$ cat src/rtl/mux_sel_sequencer_pkg.sv
// Shared types and helpers for the mux select sequencer: FSM encoding and
// select-sweep end points.
package mux_sel_sequencer_pkg;

   typedef enum logic {
      ST_IDLE  = 1'b0,
      ST_SHIFT = 1'b1
   } state_e;

   function automatic int unsigned sel_first(input int unsigned width, input bit msb_first);
      return msb_first ? width - 1 : 0;
   endfunction

   function automatic int unsigned sel_last(input int unsigned width, input bit msb_first);
      return msb_first ? 0 : width - 1;
   endfunction

endpackage

$ cat src/rtl/mux_sel_counter.sv
// Select counter: sweeps sel from FIRST to LAST one step per strobe and is
// reloaded to FIRST, so it never wraps.
module mux_sel_counter
   import mux_sel_sequencer_pkg::*;
#(
   parameter int unsigned WIDTH     = 4,
   parameter int unsigned MSB_FIRST = 1,
   localparam int unsigned SEL_W    = $clog2(WIDTH)
) (
   input  logic             clk,
   input  logic             rst_n,
   input  logic             load,
   input  logic             step,
   output logic [SEL_W-1:0] sel,
   output logic             is_last
);

   localparam logic [SEL_W-1:0] FIRST = SEL_W'(sel_first(WIDTH, MSB_FIRST != 0));
   localparam logic [SEL_W-1:0] LAST  = SEL_W'(sel_last(WIDTH, MSB_FIRST != 0));

   logic [SEL_W-1:0] r_sel;

   always_ff @(posedge clk or negedge rst_n) begin
      if (!rst_n)
         r_sel <= FIRST;
      else if (load)
         r_sel <= FIRST;
      else if (step)
         r_sel <= (MSB_FIRST != 0) ? r_sel - 1'b1 : r_sel + 1'b1;
   end

   assign sel     = r_sel;
   assign is_last = (r_sel == LAST);

endmodule

$ cat src/rtl/mux_sel_sequencer.sv
// Loads a word onto an external WIDTH:1 mux and streams its output bit per
// select position, with valid/ready on both sides and zero-bubble reload.
module mux_sel_sequencer
   import mux_sel_sequencer_pkg::*;
#(
   parameter int unsigned WIDTH     = 4,
   parameter int unsigned MSB_FIRST = 1,
   localparam int unsigned SEL_W    = $clog2(WIDTH)
) (
   input  logic             clk,
   input  logic             rst_n,
   input  logic             in_valid,
   output logic             in_ready,
   input  logic [WIDTH-1:0] in_data,
   output logic [WIDTH-1:0] mux_a,
   output logic [SEL_W-1:0] mux_sel,
   input  logic             mux_y,
   output logic             out_valid,
   input  logic             out_ready,
   output logic             out_bit,
   output logic             out_last,
   output logic             busy
);

   state_e           r_state;
   state_e           w_state_nxt;
   logic [WIDTH-1:0] r_mux_a;
   logic             w_is_last;
   logic             w_in_acc;
   logic             w_out_xfer;
   logic             w_load;
   logic             w_step;
   logic             w_in_ready;

   assign w_in_acc   = in_valid && in_ready;
   assign w_out_xfer = out_valid && out_ready;
   assign w_load     = w_in_acc || (w_out_xfer && w_is_last);
   assign w_step     = w_out_xfer && !w_is_last;

   mux_sel_counter #(
      .WIDTH     (WIDTH),
      .MSB_FIRST (MSB_FIRST)
   ) u_cnt (
      .clk     (clk),
      .rst_n   (rst_n),
      .load    (w_load),
      .step    (w_step),
      .sel     (mux_sel),
      .is_last (w_is_last)
   );

   always_ff @(posedge clk or negedge rst_n) begin
      if (!rst_n)
         r_state <= ST_IDLE;
      else
         r_state <= w_state_nxt;
   end

   always_comb begin
      w_state_nxt = r_state;
      case (r_state)
         ST_IDLE:  if (w_in_acc) w_state_nxt = ST_SHIFT;
         ST_SHIFT: if (w_out_xfer && w_is_last) w_state_nxt = w_in_acc ? ST_SHIFT : ST_IDLE;
         default:  w_state_nxt = ST_IDLE;
      endcase
   end

   // The LAST beat opens the input so the next word lands with no bubble.
   always_comb begin
      out_valid  = 1'b0;
      out_last   = 1'b0;
      busy       = 1'b0;
      w_in_ready = 1'b0;
      case (r_state)
         ST_IDLE: w_in_ready = 1'b1;
         ST_SHIFT: begin
            out_valid  = 1'b1;
            out_last   = w_is_last;
            busy       = 1'b1;
            w_in_ready = w_is_last && out_ready;
         end
         default: ;
      endcase
   end

   assign in_ready = rst_n && w_in_ready;

   always_ff @(posedge clk or negedge rst_n) begin
      if (!rst_n)
         r_mux_a <= '0;
      else if (w_in_acc)
         r_mux_a <= in_data;
   end

   assign mux_a   = r_mux_a;
   assign out_bit = mux_y;

endmodule
$ cat config.mk
export PLATFORM = sky130hd
export DESIGN_NAME = mux_sel_sequencer
export DESIGN_NICKNAME = d
export VERILOG_FILES = /design/src/rtl/mux_sel_sequencer_pkg.sv /design/src/rtl/mux_sel_counter.sv /design/src/rtl/mux_sel_sequencer.sv
export SDC_FILE = /design/constraint.sdc
export NUM_CORES = 1
export LEC_CHECK = 0
export CORE_AREA = 3 3 40 42
export DETAILED_ROUTE_END_ITERATION = 10
export DIE_AREA = 0 0 43 45
export PLACE_DENSITY_LB_ADDON = 0.12
export SKIP_LAST_GASP = 1
export SYNTH_ARGS = -nofsm -noshare
export SYNTH_HDL_FRONTEND = slang
export SYNTH_SLANG_ARGS = --single-unit
$ cat constraint.sdc
create_clock -name clk -period 1.6 [get_ports clk]
set_input_delay 0.24 -clock clk [delete_from_list [all_inputs] [get_ports clk]]
set_output_delay 0.24 -clock clk [all_outputs]
set_load 0.03 [all_outputs]
==> impl_metrics.tcl <==
set metrics [dict create \
    drcViolationCount 0 \
    reg2reg_from "u_cnt.sel[0]$_DFFE_PN1P_" \
    cp_slowest_cell "dfstp_2" \
    final_util_pct 50.1 \
    synth.top_cell.area_share_pct 36.5 \
    violations "negative setup slack" \
    drt_wl_total_um 873 \
    r2r_slack_ps -40 \
    r2r_cells 8 \
    r2r-end "mux_a[0]$_DFFE_PN0P_" \
    clock_sinks 7 \
    cp_data_arrival_time_ps 1470 \
    grt_pass1_wl_um 1450 \
    synth_most_common_cell "dfrtp_1" \
    ys_top_cells_by_area "dfrtp_1 36%, dfstp_2 15%, mux2_1 6.6%, mux2_2 6.6%, a21oi_4 4.7%" \
    fin_crit_sh_pct 107 \
    clock_latency_ps 250 \
    place_hpwl_um 652 \
    root_buffer "clkbuf_4" \
    syn-cell-area_um2 343 \
    vias_per_cell 4.40 \
    htree_levels 1 \
    yosysTopAreaCell "dfrtp_1" \
    crit_type "reg2out" \
    clk_pin_slew_ps 50 \
    hold_ws_ps 305 \
    core_area_um2 1280 \
    yosysWarnings 0 \
    hold_viol 0 \
    slew_violations 0 \
    async_flop_share_pct 100 \
    area_delta_synth_final_pct 88.0 \
    synth-edff-count 0 \
    path_max_fanout 3 \
    fp-row-count 13 \
    crit_buf_inv 3 \
    synthFlopType "dfrtp_1" \
    status "finished with violations" \
    crit_chain "inv_2 > ha_4 > buf_6 > nand2_4 > nand2_2 > and2_4 > buf_6" \
    startpoint_type "flip-flop" \
    grt_max_degree 9 \
    clock_skew_ps 3.50 \
    slew_headroom_pct 78.4 \
    gp_congestion 0.649 \
    die_y_um 45 \
    cap_violations 0 \
    synthCells 29 \
    setup_viol 5 \
    drt_pass1_iterations 4 \
    drtIter0Drc 2 \
    grt_pass1_vias 355 \
    die-area_um2 1940 \
    syn_nets 39 \
    cellPowerDensity_nw_per_um2 2050 \
    worst_setup_path_end_kind "output pin" \
    hp-class "in2async" \
    yosys_register_bits 7 \
    yosys.cell_types.count 17 \
    yosysSeqAreaShare_pct 51.8 \
    period_minus_slack_ps 1710 \
    grt.overflow.total 0 \
    avgRoutedWirePerCell_um 12.1 \
    rsz0062_at_grt "yes" \
    layout.nets 68 \
    synth_common_cells "5 x dfrtp_1, 3 x nand2_1" \
    crit_path_frequent_cell "buf_6" \
    die_width_um 43 \
    cp_num_cells 7 \
    fin_ws_ps -113 \
    grt_usage_pct 10.6 \
    diodes 0 \
    cts_tree "yes" \
    crit_family "flip-flops" \
    clk_path_buf_depth 2 \
    portBuffers 17 \
    required_ps 1360 \
    place_ws_ps -169 \
    tightest_slew_ps 323 \
    fmax_ghz 0.584 \
    slowest_delay_ps 540 \
    syn_avg_cell_area_um2 11.8 \
    leakage_nw 0.297 \
    grt_antenna_before_repair 0 \
    ir_drop_mv 0.776 \
    initial_utilization_pct 26.7 \
    ant_nets 0 \
    ios 20 \
    postCtsHoldBufs 0 \
    post_route_cells_drive_above_1_share_pct 52.6 \
    vias 317 \
    cts_buffers 3 \
]
[layer usage]
metal	GRT usage [%]	routed length, µm
met5	0	0
met4	7.23	27
met2	18.3	426
met1	9.78	316
met3	5.58	103
[power by group]
part,leakage (nW),switching [W],internal [W],total [W]
registers,0.0790,0.0000573,0.000279,0.000337
clock network,0.0177,0.0000690,0.0000914,0.000160
logic,0.200,0.000411,0.000410,0.000821
total,0.297,0.000537,0.000781,0.00132
[area by class of cell]
class | count | area [µm²]
multi-input cells | 18 | 180
inverters | 2 | 7.51
clock buffers | 3 | 22.5
fillers | 128 | 641
clock inverters | 1 | 5.00
flip-flops and latches | 7 | 178
well taps | 15 | 18.8
repair buffers | 26 | 233
[cells in the final DEF, fill, tap and decap left out, drive strengths merged]
cell type      count
nor2               1
nand2              5
or3                1
a21oi              1
a2bb2oi            1
ha                 1
mux2               4
clkdlybuf4s50     11
inv                2
o21a               1
dlygate4sd2        4
clkinv             1
and2               2
clkbuf             4
dfstp              2
buf               10
o21ai              1
dfrtp              5
[state kept, by name (all words and copies together), names as in the netlist]
signal	flops
r_state	1
u_cnt.sel	2
mux_a	4
[per-stage QoR]
| step | setup TNS [ps] | instance area, µm² | cells | total power [W] |
|---|---|---|---|---|
| floorplan | 0 | 343 | 29 | 0.000737 |
| global placement | -144 | 552 | 64 | 0.00102 |
| detailed placement | -178 | 552 | 64 | 0.00105 |
| CTS | -295 | 618 | 70 | 0.00125 |
| global route | -671 | 644 | 72 | 0.00141 |
| finish | -246 | 644 | 72 | 0.00132 |
[repair_timing]
item,CTS,global route
setup endpoints to repair,6,6
pin swaps,1,3
gates resized for setup,13,7
buffers inserted,2,2
[kinds of logic after synthesis]
logic type | count (synthesis) | synth area share [%]
muxes | 4 | 13.1
DFF | 7 | 51.8
adders and majority gates | 1 | 3.65
AOI/OAI and AO/OA | 4 | 11.0
and+or+nand+nor | 9 | 13.9
buffers and inverters | 4 | 6.57
[how the worst max path moves through the flow]
stage / start / end / slack, ps
floorplan: u_cnt.sel[0]$_DFFE_PN1P_ / in_ready / 9
global placement: u_cnt.sel[0]$_DFFE_PN1P_ / out_last / -140
detailed placement: u_cnt.sel[0]$_DFFE_PN1P_ / out_last / -170
CTS: u_cnt.sel[0]$_DFFE_PN1P_ / out_last / -170
global route: u_cnt.sel[0]$_DFFE_PN1P_ / in_ready / -180
finish: u_cnt.sel[0]$_DFFE_PN1P_ / in_ready / -110
No activity file was read; power rests on OpenSTA's default activity.
==> RTL change 1 (same settings) <==
`WIDTH` is set to 4 in 2 places; all go to 8.
--- a/src/rtl/mux_sel_counter.sv
+++ b/src/rtl/mux_sel_counter.sv
@@ -5,3 +5,3 @@
 #(
-   parameter int unsigned WIDTH     = 4,
+   parameter int unsigned WIDTH     = 8,
    parameter int unsigned MSB_FIRST = 1,
--- a/src/rtl/mux_sel_sequencer.sv
+++ b/src/rtl/mux_sel_sequencer.sv
@@ -5,3 +5,3 @@
 #(
-   parameter int unsigned WIDTH     = 4,
+   parameter int unsigned WIDTH     = 8,
    parameter int unsigned MSB_FIRST = 1,
Ports: changed (resized in_data, mux_a and mux_sel); port bits go from 20 to 29. The function was not compared with the original's and may differ.
==> RTL change 1 against the original RTL <==
The run still ends with negative setup slack left. Die area did not move. Final area rose by 50%. Total power rose by 47%. Worst setup slack improved by 69 ps. Synthesized area rose by 73%. Routed wire length rose by 37%. Clock power rose by 44%. Sequential cell count rose by 5. Hold slack improved by 33 ps. Sequential power rose by 72%. Final cell count rose by 35%. Critical endpoint unchanged. Largest cell class unchanged. Largest power group unchanged.
==> RTL change 1: results <==
group,metric,value,unit
status,outcome,"finished, violations left",
status,failed_checks,"negative setup slack",
clocking,sinks_on_clock_net,12,
synth,netlist-cell-type-count,18,
worst_setup_path,worst_setup_path_startpoint,"u_cnt.sel[1]",
clocking,cts.root.buffer_cell,"clkbuf_4",
grt,globalRouteMet3Util,4.382,%
synth,synth_area_leaders,"dfrtp_1, mux2_4, dfstp_2",
place,detailedPlace.worstSlack,-176.7,ps
grt,use_met1,17.01,%
grt,grt_pass1_wl,1.994,mm
sta,setup-violations-final,4,
synth,synth_fp_nets,62,
route,route.vias.total,466,
grt,groute.layer.met2.usage,22.46,%
route,drt_iter0_drc,4,
sta,setup_ws,-43.96,ps
clocking,postCtsResizedCells,10,
route,dr.pass1.iters,3,
route,route.final.wire_length,1.193,mm
layout,clockNetworkAreaShare,3.766,%
worst_setup_path,startpoint_of_the_lowest_slack_register_to_register_path,"u_cnt.sel[1]",
pwr,power.leakage,0.4877,nW
layout,nets,98,
pwr,power.switching_fraction,39.85,%
grt,pin_count_of_the_biggest_net_entering_global_routing,14,
layout,num-clock-buffers,4,
grt,global_router_s_overall_resource_usage,13.47,%
layout,largest_register_ff_count,8,
synth,synth_top_cells_by_count,"dfrtp_1, mux2_4",
synth,synth_fa_ha_area_share,4.211,%
place,buffer_ports.inserted,26,
layout,num-multi-input-gates,29,
clocking,clkTransAtPathRegs,70,ps
layout,drive_gt1_share,40.24,%
layout,buffer_area_share,32.73,%
synth,seq_area_frac_synth,51.16,%
layout,signal_buffers,34,
layout,final.signal_inverter_count,3,
place,dp.final_hpwl,894.6,um
synth,fraction_of_the_mapped_netlist_area_in_compound_gates,4.632,%
layout,seq_area_share,31.56,%
layout,fillerInstances,92,
worst_setup_path,r2r_cells,6,
synth,synth.mux.area_fraction,18.95,%
layout,area_occupied_by_multi_input_gates,277.8,um^2
worst_setup_path,r2r_end,"mux_a[7]",
sta,tightestPinTransition,318.7,ps
-- RTL change 1: changes by cell type in the layout (fill, tap and decap cells not counted), sizes merged, moves of 2 or more --
cell	delta
and3	+3
nor2	+2
nand2	-2
mux2	+4
clkdlybuf4s50	+7
o21ai	+2
dfrtp	+4
-- RTL change 1: per-stage QoR --
| stage | instances | hold slack [ps] | cell area, um^2 | setup TNS, ps |
|---|---|---|---|---|
| after global placement | 88 | 480.4 | 877.1 | -810.3 |
| final | 97 | 337.4 | 963.4 | -75.11 |
| after CTS | 94 | 334.4 | 938.4 | -88.51 |
| after detailed placement | 88 | 480.4 | 877.1 | -1150 |
| after global routing | 97 | 351.0 | 963.4 | -468.5 |
| after floorplan | 47 | -55.59 | 606.8 | -337.3 |
-- RTL change 1: power by group through the flow --
stage | Clock, W | Sequential (W) | Combinational (W)
after detailed placement | 0 | 0.000576 | 0.00111
after floorplan | 0 | 0.000872 | 0.000389
after CTS | 0.000239 | 0.000582 | 0.00111
after global placement | 0 | 0.000575 | 0.00111
final | 0.000231 | 0.000580 | 0.00113
after global routing | 0.000259 | 0.000601 | 0.00119
-- RTL change 1: per-layer routing --
| layer | share of wire [%] | routed length (um) | vias up |
|---|---|---|---|
| li1 | - | - | 223 |
| met1 | 42 | 503 | 221 |
| met2 | 49 | 588 | 22 |
| met3 | 8.5 | 102 | 0 |
| met4 | 0 | 0 | 0 |
| met5 | 0 | 0 | - |
-- RTL change 1: worst min path at each step --
stage          startpoint       end  slack (ps)
4_1_cts             rst_n  mux_a[4]         330
5_1_grt             rst_n  mux_a[2]         350
3_5_place_dp        mux_y   out_bit         480
2_1_floorplan       rst_n  mux_a[0]         -60
6_report            rst_n   r_state         340
3_3_place_gp        mux_y   out_bit         480
==> RTL change 2 (same settings) <==
Without the edit above. Reset style: synchronous (`rst_n`), changed in 3 clocked blocks.
--- a/src/rtl/mux_sel_counter.sv
+++ b/src/rtl/mux_sel_counter.sv
@@ -22,3 +22,3 @@
 
-   always_ff @(posedge clk or negedge rst_n) begin
+   always_ff @(posedge clk) begin
       if (!rst_n)
--- a/src/rtl/mux_sel_sequencer.sv
+++ b/src/rtl/mux_sel_sequencer.sv
@@ -51,3 +51,3 @@
 
-   always_ff @(posedge clk or negedge rst_n) begin
+   always_ff @(posedge clk) begin
       if (!rst_n)
@@ -87,3 +87,3 @@
 
-   always_ff @(posedge clk or negedge rst_n) begin
+   always_ff @(posedge clk) begin
       if (!rst_n)
Function: differs if rst_n is asserted again (counterexample within 4 cycles, from zero or initial values and one cycle with rst_n low); with rst_n held inactive, the same outputs for 10 cycles.
==> RTL change 2 against the original RTL <==
The flow still finishes with violations (negative setup slack). Final area fell by 0.19%. Routed wire length grew 4.4%. Global-route usage hardly changed. Fmax rose by 6.5%. Worst setup slack better by 100 ps. Sequential cell count did not move. Synthesized area is 5.5% higher. Critical path type unchanged. Critical endpoint unchanged.
Power is not compared: it rests on default switching activity, and its combinational part moved more than twofold at a synthesized area within 25%.
==> RTL change 2: results <==
group,metric,value,unit
status,outcome,"finished, violations left",
status,failed_checks,"negative setup slack",
route,route.final.wire_length,911,um
worst_setup_path,r2r_cells,6,
synth,synth_fp_nets,48,
sta,tightestPinTransition,314.8,ps
synth,netlist-cell-type-count,18,
worst_setup_path,startpoint_of_the_lowest_slack_register_to_register_path,"u_cnt.sel[1]",
synth,postSynthAreaPerCell,9.516,um^2
sta,fin_worst_hold_slack,461.2,ps
route,avgViaCountPerCell,4.165,
place,place.detailed.instances,74,
place,placed_area,580.6,um^2
place,gp_congestion,0.6456,
sta,setup_ws,-8.646,ps
synth,ffs_latches_synth,7,
grt,global_router_s_overall_resource_usage,10.59,%
synth,synth_area_leaders,"dfxtp_1, mux2i_1, inv_1",
grt,grt_pass1_wl,1.483,mm
grt,pin_count_of_the_biggest_net_entering_global_routing,8,
sta,setup-violations-final,1,
synth,seq_area_frac_synth,38.75,%
layout,antenna_cells,0,
place,dp.final_hpwl,695.9,um
layout,drive_gt1_share,37.50,%
synth,synth_top_cells_by_count,"dfxtp_1, inv_1, nand2_1, mux2i_1, buf_4",
min_path,hold_start,"mux_a[3]",
route,route.vias.total,329,
worst_setup_path,crit_path_max_fanout,2,
worst_setup_path,worst_ep_arrival_time,1370,ps
sta,final.setup_skew,11.23,ps
synth,synth_async_sr_flop_share,0,%
min_path,min_path_type,"flip-flop to flip-flop",
worst_setup_path,cpMaxStageDelayCell,"dfxtp_2",
worst_setup_path,r2r_end,"u_cnt.sel[1]",
synth,synthesis.yosys.warnings,0,
worst_setup_path,worst_path_largest_cell_delay,330,ps
sta,timing.setup.tns,-8.646,ps
layout,nets,75,
route,drt_iter0_drc,3,
route,dr.pass1.iters,4,
worst_setup_path,worst_case_register_to_register_setup_slack,350,ps
grt,grt_pass1_vias,343,
-- RTL change 2: logic make-up (layout without fill, tap and decap cells) --
logic type                 after synthesis  count (layout)  share of synthesized area (%)
and+or+nand+nor                         11              11                          19.38
buffers and inverters                    9              35                          11.76
DFF                                      7               7                          38.75
AOI/OAI and AO/OA                        5               5                          12.46
muxes                                    5               5                          14.19
adders and majority gates                1               1                          3.460
-- RTL change 2: worst max path at each step --
stage | from | end
2_1_floorplan | u_cnt.sel[0] | in_ready
3_3_place_gp | u_cnt.sel[1] | out_last
3_5_place_dp | u_cnt.sel[0] | out_last
4_1_cts | u_cnt.sel[1] | in_ready
5_1_grt | u_cnt.sel[1] | in_ready
6_report | u_cnt.sel[1] | in_ready
-- RTL change 2: power by group through the flow --
stage / clock network [W] / registers [W] / logic [W]
after floorplan: 0 / 0.000217 / 0.0000450
after global placement: 0 / 0.000194 / 0.000122
after detailed placement: 0 / 0.000195 / 0.000123
after CTS: 0.000172 / 0.000192 / 0.000125
after global routing: 0.000176 / 0.000194 / 0.000133
final: 0.000163 / 0.000192 / 0.000124
-- RTL change 2: per-stage QoR --
step / setup slack (ps) / util [%] / power (W)
after floorplan: 15.28 / - / 0.0002625
after global placement: 52.61 / 45.18 / 0.0003158
after detailed placement: 20.53 / 45.18 / 0.0003182
after CTS: -18.55 / 49.46 / 0.0004892
after global routing: -73.88 / 50.05 / 0.0005018
final: -8.646 / 50.05 / 0.0004795
-- RTL change 2: final cells by class --
cell class / instances / area, um^2
clock inverter: 1 / 5.005
tap: 15 / 18.77
clock buffer: 3 / 22.52
timing repair buffer: 25 / 240.2
sequential: 7 / 142.6
fill: 132 / 641.9
multi-input combinational: 22 / 191.4
inverter: 6 / 22.52
-- RTL change 2: critical path, delay by kind of cell (launching register included) --
kind | cells | cell delay (ps)
AOI/OAI and AO/OA | 1 | 110
buffers and inverters | 3 | 290
and+or+nand+nor | 1 | 230
DFF | 1 | 330
adders and majority gates | 1 | 150
-- RTL change 2: repair_timing --
item | CTS | global route
resized for setup | 10 | 3
setup buffers | 1 | 0
endpoints found under the setup margin | 4 | 4
pin swaps | 2 | 0
-- RTL change 2: metal layers --
metal	global-route usage, %	wire length, um	vias to the layer above
li1	-	-	176
met1	11.14	372	145
met2	19.16	482	8
met3	3.187	57	0
met4	5.422	0	0
met5	0	0	-
